--- config.mk ---
export PLATFORM = sky130hd
export DESIGN_NAME = pipeline_run_controller_flat
export DESIGN_NICKNAME = d
export VERILOG_FILES = /design/src/rtl/pipeline_run_controller_if.sv /design/src/rtl/pipeline_run_controller.sv /design/src/flat_wrapper.sv
export SDC_FILE = /design/constraint.sdc
export NUM_CORES = 1
export LEC_CHECK = 0
export CELL_PAD_IN_SITES_DETAIL_PLACEMENT = 0
export CELL_PAD_IN_SITES_GLOBAL_PLACEMENT = 1
export CORE_ASPECT_RATIO = 0.7
export CORE_UTILIZATION = 33
export DETAILED_ROUTE_END_ITERATION = 16
export PLACE_DENSITY = 0.82
export RECOVER_POWER = 100
export SLEW_MARGIN = 20
export SYNTH_ARGS = -nofsm -noshare
export SYNTH_HDL_FRONTEND = slang
export SYNTH_SLANG_ARGS = --single-unit
--- constraint.sdc ---
create_clock -name clock -period 2.59 [get_ports clock]
set_clock_uncertainty 0.2 [all_clocks]
set_input_delay 0.518 -clock clock [delete_from_list [all_inputs] [get_ports clock]]
set_output_delay 0.518 -clock clock [all_outputs]
set_load 0.01 [all_outputs]
--- src/rtl/pipeline_run_controller_if.sv ---
// Command handshake between the debug unit and the pipeline run controller.
//   cmd_valid : command strobe from the debug unit
//   cmd       : command code (00 none, 01 run, 10 step, 11 abort)
//   cmd_ready : controller can accept a command this cycle
interface pipeline_run_controller_if;
    logic       cmd_valid;
    logic [1:0] cmd;
    logic       cmd_ready;

    modport master (
        output cmd_valid,
        output cmd,
        input  cmd_ready
    );

    modport slave (
        input  cmd_valid,
        input  cmd,
        output cmd_ready
    );
endinterface

--- src/rtl/pipeline_run_controller.sv ---
// Generates the global enable of the five-stage MIPS pipeline. Supports
// continuous run, single step and abort; on a HALT fetch it drains the older
// in-flight instructions, then parks and reports the halt PC and the number
// of enabled cycles.
//   clock, reset        : system clock, synchronous active-high reset
//   cmd_if (slave)      : command handshake (cmd_valid/cmd in, cmd_ready out)
//   instruction_fetch_i : instruction presented by fetch
//   pc_fetch_i          : PC of that instruction
//   en_pipeline_o       : global pipeline enable
//   running_o           : high while the pipeline is enabled
//   step_done_o         : one-cycle pulse when a step completes without HALT
//   halted_o            : high once parked after a HALT
//   halt_pc_o           : PC at which HALT was fetched
//   cycle_count_o       : saturating count of enabled cycles
module pipeline_run_controller #(
    parameter int unsigned        NB_DATA      = 32,
    parameter int unsigned        NB_PC        = 7,
    parameter int unsigned        NB_CYCLES    = 32,
    parameter int unsigned        DRAIN_CYCLES = 4,
    parameter logic [NB_DATA-1:0] HALT_INSTR   = NB_DATA'(32'hFFFF_FFFF)
) (
    input  logic                 clock,
    input  logic                 reset,
    pipeline_run_controller_if.slave cmd_if,
    input  logic [NB_DATA-1:0]   instruction_fetch_i,
    input  logic [NB_PC-1:0]     pc_fetch_i,
    output logic                 en_pipeline_o,
    output logic                 running_o,
    output logic                 step_done_o,
    output logic                 halted_o,
    output logic [NB_PC-1:0]     halt_pc_o,
    output logic [NB_CYCLES-1:0] cycle_count_o
);

    localparam int unsigned NB_DRAIN = (DRAIN_CYCLES < 2) ? 1 : $clog2(DRAIN_CYCLES + 1);

    localparam logic [1:0] CMD_RUN   = 2'b01;
    localparam logic [1:0] CMD_STEP  = 2'b10;
    localparam logic [1:0] CMD_ABORT = 2'b11;

    typedef enum logic [2:0] {
        S_IDLE,
        S_RUN,
        S_STEP,
        S_DRAIN,
        S_DONE
    } state_e;

    state_e                state_q;
    logic                  en_q;
    logic                  running_q;
    logic                  step_done_q;
    logic                  halted_q;
    logic [NB_PC-1:0]      halt_pc_q;
    logic [NB_CYCLES-1:0]  cycle_count_q;
    logic [NB_CYCLES-1:0]  cycle_count_d;
    logic [NB_DRAIN-1:0]   drain_q;
    logic                  cmd_acc;
    logic                  halt_hit;

    // Ready is decoded straight from the state so a command is never lost.
    assign cmd_if.cmd_ready = (state_q == S_IDLE) || (state_q == S_RUN) || (state_q == S_DONE);
    assign cmd_acc          = cmd_if.cmd_valid && cmd_if.cmd_ready;
    assign halt_hit         = en_q && (instruction_fetch_i == HALT_INSTR);

    // Saturating count of enabled cycles.
    always_comb begin
        cycle_count_d = cycle_count_q;
        if (en_q && (cycle_count_q != '1)) begin
            cycle_count_d = cycle_count_q + NB_CYCLES'(1);
        end
    end

    // Run/step/halt sequencer with registered outputs.
    always_ff @(posedge clock) begin
        if (reset) begin
            state_q       <= S_IDLE;
            en_q          <= 1'b0;
            running_q     <= 1'b0;
            step_done_q   <= 1'b0;
            halted_q      <= 1'b0;
            halt_pc_q     <= '0;
            cycle_count_q <= '0;
            drain_q       <= '0;
        end else begin
            step_done_q   <= 1'b0;
            cycle_count_q <= cycle_count_d;
            case (state_q)
                S_IDLE: begin
                    if (cmd_acc) begin
                        if (cmd_if.cmd == CMD_RUN) begin
                            state_q   <= S_RUN;
                            en_q      <= 1'b1;
                            running_q <= 1'b1;
                        end else if (cmd_if.cmd == CMD_STEP) begin
                            state_q   <= S_STEP;
                            en_q      <= 1'b1;
                            running_q <= 1'b1;
                        end else begin
                            // Explicit abort or none while idle restarts the count.
                            cycle_count_q <= '0;
                        end
                    end
                end
                S_RUN, S_STEP: begin
                    if (halt_hit) begin
                        // HALT outranks both a coincident abort and step completion.
                        halt_pc_q <= pc_fetch_i;
                        drain_q   <= NB_DRAIN'(DRAIN_CYCLES);
                        if (DRAIN_CYCLES == 0) begin
                            state_q   <= S_DONE;
                            en_q      <= 1'b0;
                            running_q <= 1'b0;
                            halted_q  <= 1'b1;
                        end else begin
                            state_q <= S_DRAIN;
                        end
                    end else if (state_q == S_STEP) begin
                        state_q     <= S_IDLE;
                        en_q        <= 1'b0;
                        running_q   <= 1'b0;
                        step_done_q <= 1'b1;
                    end else if (cmd_acc && (cmd_if.cmd == CMD_ABORT)) begin
                        state_q   <= S_IDLE;
                        en_q      <= 1'b0;
                        running_q <= 1'b0;
                    end
                end
                S_DRAIN: begin
                    // Last drain cycle parks the pipeline.
                    if (drain_q <= NB_DRAIN'(1)) begin
                        state_q   <= S_DONE;
                        en_q      <= 1'b0;
                        running_q <= 1'b0;
                        halted_q  <= 1'b1;
                    end else begin
                        drain_q <= drain_q - NB_DRAIN'(1);
                    end
                end
                S_DONE: begin
                    if (cmd_acc && (cmd_if.cmd == CMD_ABORT)) begin
                        state_q       <= S_IDLE;
                        halted_q      <= 1'b0;
                        halt_pc_q     <= '0;
                        cycle_count_q <= '0;
                    end
                end
                default: begin
                    state_q   <= S_IDLE;
                    en_q      <= 1'b0;
                    running_q <= 1'b0;
                    halted_q  <= 1'b0;
                end
            endcase
        end
    end

    assign en_pipeline_o = en_q;
    assign running_o     = running_q;
    assign step_done_o   = step_done_q;
    assign halted_o      = halted_q;
    assign halt_pc_o     = halt_pc_q;
    assign cycle_count_o = cycle_count_q;

endmodule

--- src/flat_wrapper.sv ---
// flat-port wrapper written by rule: the top's interface ports become plain ports
module pipeline_run_controller_flat 
#(
    parameter int unsigned        NB_DATA      = 32,
    parameter int unsigned        NB_PC        = 7,
    parameter int unsigned        NB_CYCLES    = 32,
    parameter int unsigned        DRAIN_CYCLES = 4,
    parameter logic [NB_DATA-1:0] HALT_INSTR   = NB_DATA'(32'hFFFF_FFFF)
)
  (clock, reset, instruction_fetch_i, pc_fetch_i, en_pipeline_o, running_o, step_done_o, halted_o, halt_pc_o, cycle_count_o, cmd_if_cmd_valid, cmd_if_cmd, cmd_if_cmd_ready);
  pipeline_run_controller_if cmd_if_i ();
  input  logic clock;
  input  logic reset;
  input  logic [NB_DATA-1:0] instruction_fetch_i;
  input  logic [NB_PC-1:0] pc_fetch_i;
  output logic en_pipeline_o;
  output logic running_o;
  output logic step_done_o;
  output logic halted_o;
  output logic [NB_PC-1:0] halt_pc_o;
  output logic [NB_CYCLES-1:0] cycle_count_o;
  input wire logic [$bits(cmd_if_i.cmd_valid)-1:0] cmd_if_cmd_valid;
  input wire logic [$bits(cmd_if_i.cmd)-1:0] cmd_if_cmd;
  output wire logic [$bits(cmd_if_i.cmd_ready)-1:0] cmd_if_cmd_ready;
  assign cmd_if_i.cmd_valid = cmd_if_cmd_valid;
  assign cmd_if_i.cmd = cmd_if_cmd;
  assign cmd_if_cmd_ready = cmd_if_i.cmd_ready;
  pipeline_run_controller #(.NB_DATA(NB_DATA), .NB_PC(NB_PC), .NB_CYCLES(NB_CYCLES), .DRAIN_CYCLES(DRAIN_CYCLES), .HALT_INSTR(HALT_INSTR)) u_core (.clock(clock), .reset(reset), .cmd_if(cmd_if_i), .instruction_fetch_i(instruction_fetch_i), .pc_fetch_i(pc_fetch_i), .en_pipeline_o(en_pipeline_o), .running_o(running_o), .step_done_o(step_done_o), .halted_o(halted_o), .halt_pc_o(halt_pc_o), .cycle_count_o(cycle_count_o));
endmodule
==> results of run 1 <==
[state kept, by name (all words and copies together), names as in the netlist]
signal / cells
u_core.cycle_count_o: 32
u_core.drain_q: 3
u_core.en_pipeline_o: 1
u_core.halt_pc_o: 7
u_core.halted_o: 1
u_core.state_q: 3
u_core.step_done_o: 1
[synth_stat cells (2+ instances only)]
| cell | instances | area share [%] |
|---|---|---|
| buf_4 | 2 | 0.59 |
| a211oi_1 | 5 | 1.5 |
| nor4_1 | 7 | 1.7 |
| buf_2 | 3 | 0.59 |
| xnor2_1 | 13 | 4.5 |
| buf_6 | 3 | 1.3 |
| dfxtp_1 | 48 | 38 |
| nor3b_1 | 2 | 0.59 |
| inv_1 | 7 | 1.0 |
| and2_0 | 2 | 0.49 |
| clkbuf_1 | 7 | 1.0 |
| o211ai_1 | 5 | 1.5 |
| or4_1 | 7 | 2.1 |
| mux2i_1 | 2 | 0.79 |
| nand4_1 | 17 | 4.2 |
| or3_1 | 12 | 2.9 |
| o21ai_0 | 17 | 3.3 |
| and2_1 | 2 | 0.49 |
| a31o_2 | 2 | 0.69 |
| ha_1 | 6 | 2.9 |
| xor2_1 | 2 | 0.69 |
| a21oi_1 | 16 | 3.1 |
| and4_1 | 5 | 1.7 |
| a31oi_1 | 4 | 0.98 |
| nor3_1 | 3 | 0.59 |
| nor2_1 | 23 | 3.4 |
| and3_1 | 7 | 1.7 |
| nand3_1 | 26 | 5.1 |
| nand2b_1 | 3 | 0.74 |
| nand2_1 | 31 | 4.6 |
[kinds of logic after synthesis]
kind of cell	Yosys count
AND/OR/NAND/NOR	155
AO/OA/AOI/OAI	61
flip-flops	48
buffers and inverters	23
XOR/XNOR	15
adder cells (fa/ha/maj)	6
multiplexers	2
[power groups by stage]
stage	Sequential [W]	Clock, W	Combinational (W)
6_report	0.000752	0.000491	0.000177
5_1_grt	0.000754	0.000537	0.000196
4_1_cts	0.000752	0.000508	0.000184
3_5_place_dp	0.000769	0	0.000184
3_3_place_gp	0.000769	0	0.000183
2_1_floorplan	0.000769	0	0.0000682
[worst paths after layout]
check | start | to | slack, ns | cells after the start
setup / recovery | instruction_fetch_i[7] | u_core.en_pipeline_o | 0.16 | 7
hold / removal | u_core.halted_o | u_core.halted_o | 0.26 | 2
setup reg to reg | u_core.cycle_count_o[4] | u_core.cycle_count_o[29] | 0.27 | 5
hold reg to reg | u_core.halted_o | u_core.halted_o | 0.26 | 2
[stage by stage]
| stage | cells | setup WS (ns) | utilization, % | cell area, um^2 | hold WS (ns) |
|---|---|---|---|---|---|
| after floorplan | 310 | 0.273 | - | 2550 | 0.256 |
| after global placement | 499 | -0.165 | 48.7 | 3600 | 0.249 |
| after detailed placement | 499 | -0.200 | 48.7 | 3600 | 0.263 |
| after CTS | 507 | 0.119 | 50.0 | 3690 | 0.275 |
| after global routing | 507 | 0.0416 | 49.8 | 3670 | 0.282 |
| final | 507 | 0.158 | 49.8 | 3670 | 0.261 |
[metal layers]
metal	wire length (um)	track usage (%)	share of wire [%]
met5	0	0	0
met4	50	4.11	0.72
met3	456	3.76	6.6
met2	2740	25.5	40
met1	3670	27.6	53
[placed cells by master, fill, tap and decap left out, types with 2 or more instances in the layout]
| master | instances |
|---|---|
| inv_1 | 7 |
| and2_0 | 3 |
| nand2_1 | 31 |
| buf_4 | 15 |
| nand2b_1 | 3 |
| or4_1 | 7 |
| dfxtp_1 | 48 |
| and4_1 | 5 |
| o21ai_0 | 17 |
| nor3b_1 | 2 |
| dlygate4sd3_1 | 44 |
| nand3_1 | 26 |
| nor3_1 | 3 |
| clkbuf_1 | 3 |
| a211oi_1 | 5 |
| a31oi_1 | 4 |
| mux2i_1 | 2 |
| ha_1 | 6 |
| o211ai_1 | 5 |
| and3_1 | 7 |
| clkbuf_2 | 2 |
| nor4_1 | 8 |
| clkdlybuf4s50_1 | 43 |
| nand4_1 | 17 |
| a21oi_1 | 16 |
| clkbuf_8 | 6 |
| nor2_1 | 23 |
| xnor2_1 | 13 |
| or3_1 | 12 |
| xor2_1 | 2 |
[area by class of cell]
cell class | instances | area (um^2) | area share [%]
Clock buffer | 6 | 82.6 | 2.25
Inverter | 7 | 26.3 | 0.715
Timing Repair Buffer | 107 | 1000 | 27.3
Tap cell | 98 | 123 | 3.34
Sequential cell | 48 | 961 | 26.1
Clock inverter | 2 | 13.8 | 0.375
Multi-Input combinational cell | 239 | 1460 | 39.8
[worst reg2reg max path, stage by stage, from the launching register on]
cell and delay (ns):
dfxtp_1 0.43, and4_1 0.44, nand3_1 0.26, a311o_1 0.44, or4_1 0.43, nand2_1 0.07
[repair_timing]
| action | in CTS | in global routing |
|---|---|---|
| endpoints found under the hold margin | 0 | 0 |
| resized for setup | 0 | 1 |
| endpoints found under the setup margin | 0 | 1 |
==> summary.md, run 1 <==
| Metric | Value |
|---|---|
| Status | `completed` |
| Final setup viols | `0` |
| CP Capture Type | `flop` |
| Design Power | `0.00142 W` |
| CTS clk-pin slew, worst paths | `0.08 ns` |
| Int Power | `approximately 0.0011 W` |
| Async S/R FF share, synth | `0%` |
| Seq pwr share | `53.0%` |
| Crit path max-delay family | `simple AND/OR/NAND/NOR gates` |
| Final period util | `93.9%` |
| H-Tree Depth | `2` |
| Clock sinks | `48` |
| Switching power | `0.000354 W` |
| Io pins | `slightly below 90` |
| Crit path launch type | `input port` |
| Row count | `26` |
| Static leakage | `1.42 nW` |
| HPWL after detailed placement | `5.42 mm` |
| Port Buffer Count | `87` |
| Final WL | `6.92 mm` |
| CP required | `2.58 ns` |
| CTS Hold Bufs | `0` |
| Layout cells sized above 1 | `7.58%` |
| Clock Latency Late Sink | `0.31 ns` |
| Final hold violation count | `0` |
| # DRC | `0` |
| Final GP Congestion | `approximately 0.8` |
| CP bufs+invs | `2` |
| CP max stage delay | `0.53 ns` |
| FMAX | `roughly 410 MHz` |
| Pre-antenna DRT Iters | `4` |
| DRT iter0 DRCs | `126` |
| Vias in the first global route | `2342` |
| Largest family of logic cells by synthesized area | `simple AND/OR/NAND/NOR gates` |
| Worst path cell trace | `clkdlybuf4s50_1, nand4_1, or4_1, nand4bb_1, clkbuf_2, a31oi_1, a211oi_1` |
| Slew Limit Fails | `0` |
| Final #Nets | `458` |
| DIE AREA | `0.00808 mm^2` |
| Synth Area in Simple Gates | `33.7%` |
| Max-capacitance violation count | `0` |
| Initial antenna violation count | `0` |
| Synth Area in Adders | `2.95%` |
| Power Density | `386 mW/mm^2` |
| Logic pwr share | `12.5%` |
| Core area | `0.00738 mm^2` |
| Actual slew at the worst max-slew pin | `0.574 ns` |
| First-pass GRT wire length | `11.6 mm` |
| GRT Residual Overflow | `0` |
| Maximum vdd drop | `0.212 mV` |
| Clock power frac | `34.6%` |
| Drt wl/cell | `about 14 um` |
| Syn nets | `360` |
| Mapped Cells | `310` |
| Warnings from Yosys | `0` |
| Seq/Total Area, Yosys | `37.7%` |
| Largest net degree at the start of global routing | `20` |
| Post-synth cell types | `51` |
| Sw frac | `24.9%` |
| Post-layout min period | `2.43 ns` |
| XOR/XNOR share of the synthesized area | `5.15%` |
| Synth Area per Inst | `just over 8 um^2` |
| Post-synth EDFFs | `0` |
| Vias per cell | `5.24` |
| Type of the worst setup path | `in2reg` |
| Global Route Usage Sum | `18.0%` |
| Clk buf depth | `2` |
| Number of synthesized register bits | `48` |
| Post-synthesis mux area share | `0.785%` |
| ANT cells | `0` |
| Clock tree from TritonCTS | `done` |
| Fillers | `708` |
| Crit path DAT | `2.42 ns` |
| Initial Util | `34.5%` |
| Slew HR | `61.7%` |
| TNS Setup | `0 ns` |
| Setup bufs post-CTS | `0` |
| Area grow syn2layout | `44.2%` |
| Critical Path Fanout Max | `19` |
| Min-Delay Path Class | `reg2reg` |
| Root buf cell | `clkbuf_8` |
| Vert. Die Dim | `between 70 and 80 um` |
| Post-synthesis compound-gate area fraction | `15.0%` |
| RSZ-0062 raised after global routing | `false` |
| Antenna-violating nets left | `0` |
| Main synth FF type | `dfxtp_1` |
| Width of the chip | `around 110 um` |
| Vias | `2657` |
| Slowest-stage cell, CP | `or4_1` |
| Synth Cell Area | `0.00255 mm^2` |
| Total CTS buffers | `5` |
No activity file was read; power rests on OpenSTA's default activity.
==> run 2: changes to the inputs <==
--- a/config.mk
+++ b/config.mk
@@ -7,7 +7,7 @@
 export LEC_CHECK = 0
 export CELL_PAD_IN_SITES_DETAIL_PLACEMENT = 0
 export CELL_PAD_IN_SITES_GLOBAL_PLACEMENT = 1
-export CORE_ASPECT_RATIO = 0.7
+export CORE_ASPECT_RATIO = 1.5
 export CORE_UTILIZATION = 33
 export DETAILED_ROUTE_END_ITERATION = 16
 export PLACE_DENSITY = 0.82
==> summary.md, run 2 (synthesis gave the netlist of run 1 again) <==
| Metric | Value |
|---|---|
| Type of the worst setup path | `reg2out` |
| Clk buf depth | `2 (unchanged)` |
| Max-capacitance violation count | `0 (unchanged)` |
| Clock power frac | `40.5% (+5.9 points)` |
| Port Buffer Count | `87 (unchanged)` |
| HPWL after detailed placement | `5.43 mm (+0.30%)` |
| Final GP Congestion | `0.819 (+2.6%)` |
| Crit path DAT | `1.73 ns (-0.69 ns)` |
| Row count | `38 (+46%)` |
| Switching power | `0.000333 W (-6.0%)` |
| Commonest non-fill, non-tap cell in the layout | `dfxtp_1` |
| Fin util | `50.3% (+0.58 points)` |
| Int Power | `0.00122 W (+15%)` |
| Crit path launch type | `flop` |
| Vias in the first global route | `2646 (+13%)` |
| Global Route Usage Sum | `18.6% (+0.59 points)` |
| Worst setup path endpoint | `running_o` |
| First-pass GRT wire length | `11.9 mm (+3.1%)` |
| CP required | `1.87 ns (-0.71 ns)` |
| Slew HR | `66.3% (+4.5 points)` |
| DRT iter0 DRCs | `111 (-12%)` |
| Total CTS buffers | `5 (unchanged)` |
| Final setup viols | `0 (unchanged)` |
| Static leakage | `1.43 nW (+0.64%)` |
| Min-Delay Path Class | `reg2reg` |
| Hold_ws | `0.273 ns (+0.0116 ns)` |
| Clock sinks | `48 (unchanged)` |
| H-Tree Depth | `2 (unchanged)` |
| Area grow syn2layout | `45.6%` |
| Actual slew at the worst max-slew pin | `0.506 ns (-0.0676 ns)` |
| Maximum vdd drop | `0.331 mV (+56%)` |
| Sw frac | `21.4% (-3.6 points)` |
| GRT Residual Overflow | `0 (unchanged)` |
| Power Density | `420 mW/mm^2 (+8.6%)` |
| Worst path cell trace | `clkbuf_1, dlygate4sd3_1` |
| Pre-antenna DRT Iters | `4 (unchanged)` |
| Status | `completed` |
| R2R Path End | `u_core.cycle_count_o[15]` |
| Highest-count cells in the layout ignoring fill and taps | `dfxtp_1 (48), clkdlybuf4s50_1 (44), dlygate4sd3_1 (43), nand2_1 (31), nand3_1 (26)` |
| DIE AREA | `0.00809 mm^2 (about the same)` |
| Setup bufs post-CTS | `0 (unchanged)` |
| TNS Setup | `0 ns (unchanged)` |
| Hold Path Stages | `2 (unchanged)` |
| ANT cells | `0 (unchanged)` |
| Antenna-violating nets left | `0 (unchanged)` |
| Root buf cell | `clkbuf_8` |
| Core area | `0.00737 mm^2 (-0.20%)` |
| Layout cells sized above 1 | `7.35% (-0.23 points)` |
| Final period util | `94.5% (+0.61 points)` |
| CP Launch Point | `u_core.en_pipeline_o` |
| R2R setup slack | `0.30 ns (+0.03 ns)` |
| CTS clk-pin slew, worst paths | `0.09 ns (about the same)` |
| Vias per cell | `5.27 (+0.63%)` |
| CP Capture Type | `output pin` |
| Vert. Die Dim | `110 um (+45%)` |
| Logic pwr share | `11.0% (-1.5 points)` |
| RSZ-0062 raised after global routing | `false` |
| CP max stage delay | `0.66 ns (+0.13 ns)` |
| RR Startpoint | `u_core.cycle_count_o[25]` |
| Clock Latency Late Sink | `0.30 ns (about the same)` |
| Width of the chip | `73.8 um (-31%)` |
| Largest net degree at the start of global routing | `20 (unchanged)` |
| Reg2reg path depth | `6 (+1)` |
| FMAX | `409 MHz (-0.64%)` |
| Clock tree from TritonCTS | `done` |
| # DRC | `0 (unchanged)` |
| Initial Util | `34.6% (+0.070 points)` |
| Post-layout min period | `2.45 ns (+0.0157 ns)` |
| Initial antenna violation count | `0 (unchanged)` |
| Area of the multi-input gates | `0.00147 mm^2 (+0.51%)` |
| Critical Path Fanout Max | `6 (-13)` |
| Max reg flops | `32 (unchanged)` |
| Vias | `2679 (+0.83%)` |
| Seq pwr share | `48.5% (-4.5 points)` |
| Io pins | `88 (unchanged)` |
| Final hold violation count | `0 (unchanged)` |
| Slowest-stage cell, CP | `dlygate4sd3_1` |
| Final WL | `6.98 mm (+0.75%)` |
| Slew Limit Fails | `0 (unchanged)` |
| Seq. cell area | `961 um^2 (unchanged)` |
| Final #Nets | `458 (unchanged)` |
| Fillers | `693 (-2.1%)` |
| Drt wl/cell | `13.7 um (+0.55%)` |
==> run 2: cell types whose count changed in the layout (fill, tap and decap cells not counted), sizes merged <==
cell / before / now
clkinv: 1 / 0
inv: 8 / 7
buf: 15 / 13
bufinv: 0 / 2
clkdlybuf4s50: 43 / 44
clkbuf: 11 / 12
dlygate4sd3: 44 / 43
==> run 2: worst min path at each step <==
stage / start / endpoint / slack [ns]
final: u_core.halt_pc_o[2] / u_core.halt_pc_o[2] / 0.27
after global routing: u_core.halt_pc_o[2] / u_core.halt_pc_o[2] / 0.30
after CTS: u_core.halted_o / u_core.halted_o / 0.27
after detailed placement: u_core.halted_o / u_core.halted_o / 0.26
after global placement: u_core.halted_o / u_core.halted_o / 0.25
after floorplan: u_core.drain_q[2] / u_core.drain_q[2] / 0.26
==> run 2: per-stage QoR <==
step | std cells | setup slack [ns] | power (W) | cell area [um^2]
after floorplan | 310 | 0.273 | 0.000837 | 2550
after detailed placement | 501 | -0.198 | 0.000950 | 3600
final | 508 | 0.143 | 0.00156 | 3710
after global routing | 508 | 0.0525 | 0.00163 | 3710
after CTS | 508 | 0.125 | 0.00158 | 3730
after global placement | 501 | -0.120 | 0.000947 | 3600
==> run 2: critical path: cells and delay by family, from the launching register on <==
kind / cells / cell delay (ns)
buffers and inverters: 2 / 1.00
flip-flops: 1 / 0.43
==> run 2: routing by layer <==
layer,vias up,wire length (um),global-route usage [%]
met2,56,3840,36.5
met5,-,0,0
li1,1347,-,-
met4,0,70,5.49
met3,7,197,2.66
met1,1269,2870,20.0
==> run 2: layout make-up <==
class / instances / share of cell area (%)
clock buffers: 5 / 1.85
clock inverters: 2 / 1.62
inverters: 7 / 0.708
multi-input cells: 239 / 39.7
flip-flops and latches: 48 / 25.9
well taps: 100 / 3.37
repair buffers: 107 / 26.9
==> run 2: power by group through the flow <==
stage / Clock (W) / Sequential, W / Combinational, W
after detailed placement: 0 / 0.000773 / 0.000177
after global routing: 0.000684 / 0.000757 / 0.000189
after CTS: 0.000651 / 0.000755 / 0.000178
after global placement: 0 / 0.000772 / 0.000174
after floorplan: 0 / 0.000769 / 0.0000682
final: 0.000631 / 0.000755 / 0.000171
==> run 2: repair_timing <==
action | CTS | global route
hold buffers | 0 | 0
endpoints found under the setup margin | 0 | 3
resized for setup | 0 | 2
